### src/rtl/gon_bus.sv
// gon_bus: global-on-network read bus that routes one opsum from a PE to
// the controller per request. Each PE has a scan-loaded ID; a request
// carries a tag. The lowest-index PE whose ID equals the tag is selected.
// One opsum is then popped from that PE and held at the output until
// downstream takes it.
//
// Optional feature macro: GON_TIMEOUT_EN. When it is defined, WAIT gives
// up after TIMEOUT+1 cycles and returns an error response.
//
// Ports:
//   clk, rst            clock, asynchronous active-high reset
//   set_id, id_scan_in  ID scan-chain shift enable / serial input
//   id_scan_out         scan-chain serial output (id_reg[0])
//   enable_tag          {req_enable, tag} read request
//   ready               request accepted on ready & req_enable
//   master_enable_data  per-PE {opsum_valid, opsum}
//   master_ready        per-PE opsum pop strobe
//   out_valid/out_data/out_err/out_ready  response handshake
//
// state | meaning
// ------+-------------------------------------------------
// IDLE  | bus free, ready for a request unless the chain is shifting
// WAIT  | PE selected, waiting for its opsum_valid to pop it
// HOLD  | response presented, waiting for out_ready

module gon_bus #(
    parameter int PE_NUMS    = 14,
    parameter int ID_LEN     = 4,
    parameter int PSUM_WIDTH = 32,
    parameter int TIMEOUT    = 255
) (
    input  logic                  clk,
    input  logic                  rst,
    input  logic                  set_id,
    input  logic [ID_LEN-1:0]     id_scan_in,
    output logic [ID_LEN-1:0]     id_scan_out,
    input  logic [ID_LEN:0]       enable_tag,
    output logic                  ready,
    input  logic [PSUM_WIDTH:0]   master_enable_data [PE_NUMS],
    output logic [PE_NUMS-1:0]    master_ready,
    output logic                  out_valid,
    output logic [PSUM_WIDTH-1:0] out_data,
    output logic                  out_err,
    input  logic                  out_ready
);

    localparam int SEL_W = (PE_NUMS > 1) ? $clog2(PE_NUMS) : 1;

    typedef enum logic [1:0] {
        S_IDLE = 2'd0,
        S_WAIT = 2'd1,
        S_HOLD = 2'd2
    } state_t;

    state_t            state;
    logic [ID_LEN-1:0] id_reg [PE_NUMS];
    logic [SEL_W-1:0]  sel;
    logic [SEL_W-1:0]  match_sel;
    logic              match_hit;
    logic              pe_valid;
    logic              req_en;
    logic [ID_LEN-1:0] req_tag;

`ifdef GON_TIMEOUT_EN
    localparam int TMO_W = (TIMEOUT < 1) ? 1 : $clog2(TIMEOUT + 1);
    logic [TMO_W-1:0] tmo_cnt;
`endif

    assign req_en      = enable_tag[ID_LEN];
    assign req_tag     = enable_tag[ID_LEN-1:0];
    assign id_scan_out = id_reg[0];
    assign ready       = (state == S_IDLE) && !set_id;
    assign out_valid   = (state == S_HOLD);
    assign pe_valid    = master_enable_data[sel][PSUM_WIDTH];

    // ID chain shifts toward index 0; keeps shifting in any state because
    // the in-flight transaction works from the latched sel, not the IDs.
    always_ff @(posedge clk or posedge rst) begin
        if (rst) begin
            for (int i = 0; i < PE_NUMS; i++) id_reg[i] <= '0;
        end else if (set_id) begin
            for (int i = 0; i < PE_NUMS - 1; i++) id_reg[i] <= id_reg[i+1];
            id_reg[PE_NUMS-1] <= id_scan_in;
        end
    end

    // Descending scan so the lowest matching index wins.
    always_comb begin
        match_hit = 1'b0;
        match_sel = '0;
        for (int i = PE_NUMS - 1; i >= 0; i--) begin
            if (id_reg[i] == req_tag) begin
                match_hit = 1'b1;
                match_sel = SEL_W'(i);
            end
        end
    end

    // Pop strobe follows the selected PE's valid in the same cycle.
    always_comb begin
        master_ready = '0;
        if (state == S_WAIT) master_ready[sel] = pe_valid;
    end

    always_ff @(posedge clk or posedge rst) begin
        if (rst) begin
            state    <= S_IDLE;
            sel      <= '0;
            out_data <= '0;
            out_err  <= 1'b0;
`ifdef GON_TIMEOUT_EN
            tmo_cnt  <= '0;
`endif
        end else begin
            case (state)
                S_IDLE: begin
                    if (ready && req_en) begin
                        if (match_hit) begin
                            sel   <= match_sel;
                            state <= S_WAIT;
`ifdef GON_TIMEOUT_EN
                            tmo_cnt <= TMO_W'(TIMEOUT);
`endif
                        end else begin
                            out_data <= '0;
                            out_err  <= 1'b1;
                            state    <= S_HOLD;
                        end
                    end
                end
                S_WAIT: begin
                    if (pe_valid) begin
                        out_data <= master_enable_data[sel][PSUM_WIDTH-1:0];
                        out_err  <= 1'b0;
                        state    <= S_HOLD;
                    end
`ifdef GON_TIMEOUT_EN
                    else if (tmo_cnt == '0) begin
                        out_data <= '0;
                        out_err  <= 1'b1;
                        state    <= S_HOLD;
                    end else begin
                        tmo_cnt <= tmo_cnt - 1'b1;
                    end
`endif
                end
                S_HOLD: begin
                    if (out_ready) state <= S_IDLE;
                end
                default: state <= S_IDLE;
            endcase
        end
    end

endmodule

### config.mk
export PLATFORM = sky130hd
export DESIGN_NAME = gon_bus
export DESIGN_NICKNAME = d
export VERILOG_FILES = /design/src/rtl/gon_bus.sv
export SDC_FILE = /design/constraint.sdc
export NUM_CORES = 1
export LEC_CHECK = 0
export CORE_AREA = 5 5 201 203
export CTS_BUF_LIST = sky130_fd_sc_hd__clkbuf_8
export CTS_CLUSTER_DIAMETER = 80
export DETAILED_ROUTE_END_ITERATION = 8
export DIE_AREA = 0 0 206 208
export SLEW_MARGIN = 20
export SYNTH_ARGS = -nofsm -noshare
export SYNTH_HDL_FRONTEND = slang
export SYNTH_SLANG_ARGS = --single-unit
### constraint.sdc
create_clock -name clk -period 4.4 [get_ports clk]
set_input_delay 1.32 -clock clk [delete_from_list [all_inputs] [get_ports clk]]
set_output_delay 1.32 -clock clk [all_outputs]
set_load 0.005 [all_outputs]
==> impl_metrics.env, run 1 <==
export IMPL_wire_per_inst_um=25.0
export IMPL_dp_hpwl_mm=37.0
export IMPL_fin_util_pct=37.9
export IMPL_grtUsageMet2_pct=34.5
export IMPL_wirelength_mm=44.2
export IMPL_skew_ns=0.0161
export IMPL_busiest_layer="met2"
export IMPL_largest_reg_flops=52
export IMPL_cts_tree="yes"
export IMPL_setup_tns_ns=0
export IMPL_vias_per_cell=4.82
export IMPL_max_freq_mhz=231
export IMPL_dr_pass1_iters=5
export IMPL_ys_types=48
export IMPL_synth_top_area_share_pct=27.3
export IMPL_synth_largest_area_cell="dfrtp_1"
export IMPL_die_w_um=206
export IMPL_clk_pin_slew_worst_paths_ns=0.10
export IMPL_slew_violations=0
export IMPL_dp_cells=1749
export IMPL_antenna_found_initial=13
export IMPL_drt_initial_drc_count=411
export IMPL_post_route_period_util_pct=98.6
export IMPL_gp_congestion=0.926
export IMPL_reg2reg_from="sel[0]"
export IMPL_clockRootBuffer="clkbuf_8"
export IMPL_syn_area_per_cell_um2=11.5
export IMPL_rows=72
export IMPL_grt_remaining_overflow=0
export IMPL_min_from="out_data[15]"
export IMPL_setup_violations_final=0
export IMPL_reg2regPathDepth=7
export IMPL_p_leak_nw=5.36
export IMPL_layout_drive_gt1_share_pct=17.5
export IMPL_drc=0
export IMPL_die_area_um2=42800
export IMPL_clk_latency_ns=0.38
export IMPL_cts_htree_levels=3
export IMPL_io_pins=528
export IMPL_crit_required_ns=3.08
export IMPL_via_count=8525
export IMPL_finalCriticalPeriod_ns=4.34
export IMPL_cts_hold_buf=0
export IMPL_port_buffers=527
export IMPL_grtUsageMet1_pct=21.7
export IMPL_syn_nets=1235
export IMPL_cap_violations=0
export IMPL_start_util_pct=22.7
export IMPL_r2r_slack_ns=1.29
export IMPL_worstMarginPinSlew_ns=0.846
export IMPL_drtAntennaViolNets=0
export IMPL_grt_max_degree=76
export IMPL_syn_area_um2=8700
export IMPL_reg2reg_to="out_data[30]"
export IMPL_grt_setup_unrepaired="false"
export IMPL_hold_class="register to register"
export IMPL_status="completed"
export IMPL_hold_viol_final=0
export IMPL_ys_flop_type="dfrtp_1"
export IMPL_path_class="primary input to primary output"
export IMPL_end_kind="primary output"
export IMPL_grt_first_pass_wirelength_mm=62.3
export IMPL_met3_usage_pct=6.96
export IMPL_synth_enable_flop_cells=0
export IMPL_arrival_ns=3.02
export IMPL_yosys_warnings=0
export IMPL_nets=1718
export IMPL_die_height_um=208
export IMPL_grtUsageTotal_pct=19.7
export IMPL_clock_sinks=95
export IMPL_core_um2=38300
export IMPL_hold_path_end="out_data[15]"
export IMPL_async_reset_ff_share_pct=100
export IMPL_cp_max_fo=4
export IMPL_cts_buffers=9
export IMPL_startpoint_type="primary input"
export IMPL_ys_top_cells_by_area="dfrtp_1 (27%), mux4_2 (26%), mux2i_1 (7.5%)"
export IMPL_synth_cells=760
export IMPL_grt_pass1_vias=9500
export IMPL_relSlewSlack_pct=43.6
export IMPL_fin_cells=1770
export IMPL_irDropWorstVdd_mv=0.248
export IMPL_synth_yosys_seq_area_share_pct=27.3
export IMPL_powerDensity_nw_per_um2=452
export IMPL_hold_depth=1
export IMPL_area_delta_synth_final_pct=66.9
export IMPL_synth_seq_cells=95
export IMPL_clockBufferDepth=2
## final cells by class
| type | count | area [um^2] |
|---|---|---|
| clock inverters | 6 | 51.3 |
| fillers | 3795 | 23800 |
| flip-flops and latches | 95 | 2390 |
| repair buffers | 549 | 5450 |
| multi-input cells | 553 | 5700 |
| inverters | 35 | 134 |
| clock buffers | 10 | 138 |
| diodes | 4 | 10.0 |
| well taps | 518 | 648 |
## cell usage in the layout, fill, tap and decap left out, types with 2 or more instances in the layout
| master | netlist | layout |
|---|---|---|
| mux2i_1 | 65 | 65 |
| a211oi_1 | 2 | 2 |
| dfrtp_1 | 95 | 91 |
| o31ai_1 | 3 | 3 |
| clkdlybuf4s50_1 | 0 | 525 |
| nand2_1 | 7 | 7 |
| mux2_2 | 56 | 56 |
| a221o_1 | 30 | 30 |
| nand3b_1 | 4 | 4 |
| dfrtp_4 | 0 | 3 |
| nor4_1 | 10 | 10 |
| a221o_2 | 2 | 2 |
| nor2_1 | 85 | 85 |
| xor2_2 | 4 | 4 |
| inv_6 | 0 | 2 |
| clkbuf_8 | 0 | 10 |
| diode_2 | 0 | 4 |
| a21oi_1 | 38 | 38 |
| xor2_1 | 48 | 48 |
| nor2b_1 | 35 | 35 |
| mux4_2 | 99 | 99 |
| nor4_2 | 6 | 6 |
| xnor2_1 | 4 | 4 |
| nor3_1 | 2 | 2 |
| o22ai_1 | 32 | 32 |
| inv_1 | 35 | 35 |
| inv_8 | 0 | 2 |
| buf_4 | 13 | 21 |
## report_power, final
group / switching (mW) / internal, mW / total (mW)
clock: 0.339 / 0.231 / 0.571
sequential: 0.462 / 1.26 / 1.72
combinational: 1.94 / 2.34 / 4.28
## metrics by stage
step | power (mW) | setup slack, ns | hold slack [ns] | instance area (um^2)
after floorplan | 4.42 | 0.603 | 0.514 | 8700
after global placement | 6.05 | 0.0370 | 0.512 | 14300
after detailed placement | 6.10 | 0.0367 | 0.521 | 14300
after CTS | 6.69 | 0.0277 | 0.548 | 14500
after global routing | 7.08 | 0.0153 | 0.564 | 14500
final | 6.57 | 0.0628 | 0.543 | 14500
## logic make-up after synthesis
group / Yosys count / synth area share, %
AOI/OAI and AO/OA: 115 / 9.39
xor gates and xnor gates: 56 / 5.98
buffers and inverters: 112 / 7.29
DFF: 95 / 27.3
muxes: 220 / 40.3
and+or+nand+nor: 162 / 9.70
## worst max-delay path by stage
stage                                 start               to  slack (ns)
floorplan                               rst        id_reg[0]        0.60
global placement    master_enable_data[230]  master_ready[7]        0.04
detailed placement  master_enable_data[230]  master_ready[6]        0.04
CTS                 master_enable_data[230]  master_ready[7]        0.03
global route        master_enable_data[362]  master_ready[0]        0.02
finish              master_enable_data[230]  master_ready[7]        0.06
## worst max-delay path: stages
cell	delay, ns
clkdlybuf4s50_1	0.39
mux4_2	0.56
nand3b_1	0.22
nor2_1	0.08
clkdlybuf4s50_1	0.45
## what timing repair did
item | in CTS | in global routing
buffers inserted | 0 | 1
gates resized for setup | 0 | 1
endpoints found under the setup margin | 0 | 4
## cells in the mapped netlist (2+ instances only)
cell type / count
mux4_2: 99
dfrtp_1: 95
nor2_1: 85
mux2i_1: 65
mux2_2: 56
xor2_1: 48
a21oi_1: 38
inv_1: 35
nor2b_1: 35
o22ai_1: 32
a221o_1: 30
clkbuf_1: 29
buf_2: 13
buf_4: 13
buf_6: 11
nor4_1: 10
nand2_1: 7
buf_1: 6
nor4_2: 6
buf_12: 4
nand3b_1: 4
xnor2_1: 4
xor2_2: 4
o31ai_1: 3
a211oi_1: 2
a221o_2: 2
nand2b_1: 2
nor3_1: 2
## layer usage
metal / vias up / wire [um] / part of all wire [%]
met3: 85 / 4330 / 9.8
met1: 4154 / 16200 / 37
li1: 3850 / - / -
met5: - / 77 / 0.17
met2: 424 / 21700 / 49
met4: 12 / 1860 / 4.2
Power figures use the tool's default switching activity.
==> run 2: changes to the inputs <==
- SETUP_SLACK_MARGIN: not set -> 0.2
==> impl_metrics.env, run 2 (synthesized netlist as in run 1, its figures left out) <==
export IMPL_cts_buffers=9
export IMPL_wirelength_mm=44.2
export IMPL_fin_ws_ns=0.188
export IMPL_start_util_pct=22.7
export IMPL_cap_violations=0
export IMPL_nets=1726
export IMPL_max_freq_mhz=237
export IMPL_arrival_ns=2.89
export IMPL_grt_max_degree=76
export IMPL_antenna_found_initial=14
export IMPL_mostFrequentLayoutCell="clkdlybuf4s50_1"
export IMPL_via_count=8522
export IMPL_end_kind="primary output"
export IMPL_grt_setup_unrepaired="true"
export IMPL_p_leak_nw=5.45
export IMPL_gp_congestion=0.926
export IMPL_p_clk_share_pct=8.6
export IMPL_grt_pass1_vias=9505
export IMPL_grt_remaining_overflow=0
export IMPL_dr_wl_met2_mm=22.3
export IMPL_die_area_um2=42800
export IMPL_area_delta_synth_final_pct=67.5
export IMPL_total_power_mw=6.61
export IMPL_cpMaxStageDelayCell="mux4_2"
export IMPL_relSlewSlack_pct=43.6
export IMPL_port_buffers=527
export IMPL_path_cells="clkdlybuf4s50_1 > mux4_2 > nand3b_1 > buf_4 > nor2_1 > dlygate4sd2_1"
export IMPL_clockBufferDepth=2
export IMPL_worst_path_stages=6
export IMPL_finalCriticalPeriod_ns=4.21
export IMPL_powerDensity_nw_per_um2=453
export IMPL_status="completed"
export IMPL_crit_family="buffers and inverters"
export IMPL_setup_violations_final=0
export IMPL_switching_power_mw=2.75
export IMPL_hold_class="register to register"
export IMPL_intPower_mw=3.87
export IMPL_rows=72
export IMPL_io_pins=528
export IMPL_crit_buf_inv=3
export IMPL_grt_first_pass_wirelength_mm=62.7
export IMPL_fin_area_um2=14600
export IMPL_vias_per_cell=4.79
export IMPL_worstMarginPinSlew_ns=0.845
export IMPL_final_cell_mix="clkdlybuf4s50_1 (510), mux4_2 (99), dfrtp_1 (91)"
export IMPL_fillers=3802
export IMPL_grtUsageTotal_pct=19.7
export IMPL_skew_ns=0.0165
export IMPL_largest_reg_flops=52
export IMPL_clk_pin_slew_worst_paths_ns=0.10
export IMPL_reg2regPathDepth=7
export IMPL_power_frac_seq_pct=26.0
export IMPL_cp_max_fo=3
export IMPL_hold_viol_final=0
export IMPL_die_height_um=208
export IMPL_dr_wl_met3_mm=4.10
export IMPL_clockRootBuffer="clkbuf_8"
export IMPL_wire_per_inst_um=24.8
export IMPL_core_um2=38300
export IMPL_setup_tns_ns=0
export IMPL_path_class="primary input to primary output"
export IMPL_dr_pass1_iters=4
export IMPL_irDropWorstVdd_mv=0.247
export IMPL_placed_cell_area_um2=14300
export IMPL_switching_share_pct=41.5
export IMPL_critPathMaxStageDelay_ns=0.54
export IMPL_routed_top_layer="met5"
export IMPL_combinationalPowerShare_pct=65.4
export IMPL_slew_violations=0
export IMPL_clock_sinks=95
export IMPL_post_route_period_util_pct=95.7
export IMPL_startpoint_type="primary input"
export IMPL_crit_required_ns=3.08
export IMPL_die_w_um=206
export IMPL_cts_hold_buf=0
export IMPL_dp_hpwl_mm=37.0
export IMPL_clk_latency_ns=0.37
export IMPL_drt_met1_wl_mm=16.3
export IMPL_cts_tree="yes"
export IMPL_drt_initial_drc_count=393
export IMPL_cts_htree_levels=3
export IMPL_hold_depth=1
export IMPL_drc=0
export IMPL_layout_drive_gt1_share_pct=18.3
export IMPL_dpl_worst_slack_ns=0.0367
export IMPL_drtAntennaViolNets=0
## run 2: cell count changes in the layout (fill, tap and decap cells not counted), sizes merged
cell,change
buf,+8
diode,+2
clkdlybuf4s50,-15
dlygate4sd2,+10
clkbuf,+2
clkdlybuf4s15,+3
## run 2: path summary, 6_finish.rpt
kind / start / end / slack, ns
max reg2reg: sel[0] / out_data[30] / 1.32
min reg2reg: out_data[15] / out_data[15] / 0.54
max: master_enable_data[230] / master_ready[6] / 0.19
min: out_data[15] / out_data[15] / 0.54
max in group asynchronous: rst / id_reg[40] / 2.21
min in group asynchronous: rst / id_reg[29] / 1.41
## run 2: area by class of cell
type                            count  area [um^2]  share of cell area [%]
Antenna cell                        6         15.0                   0.103
Clock inverter                      6         51.3                   0.352
Inverter                           35          134                   0.918
Multi-Input combinational cell    553         5710                    39.2
Tap cell                          518          648                    4.45
Sequential cell                    95         2390                    16.4
Clock buffer                       10          138                   0.944
Timing Repair Buffer              557         5490                    37.7
## run 2: repair_timing
item | in CTS | in global routing
gates resized for setup | 18 | 9
endpoints found under the setup margin | 14 | 6
setup buffers | 6 | 3
pin swaps | 2 | 1
## run 2: power groups by stage
stage / sequential [mW] / clock [mW] / combinational, mW
finish: 1.72 / 0.569 / 4.33
global route: 1.78 / 0.628 / 4.72
CTS: 1.73 / 0.594 / 4.41
detailed placement: 1.73 / 0 / 4.37
global placement: 1.73 / 0 / 4.33
floorplan: 1.52 / 0 / 2.90
## run 2: per-layer routing
metal	global-route usage, %	vias up
met4	5.71	10
li1	-	3870
met1	22.4	4187
met3	6.09	61
met2	35.5	394
met5	0	-
## run 2: per-stage QoR
step,hold slack [ns],utilization (%),std cells
after detailed placement,0.521,37.4,1749
final,0.544,38.1,1780
after global routing,0.564,38.1,1777
after global placement,0.512,37.4,1749
after floorplan,0.514,-,760
after CTS,0.548,38.0,1771
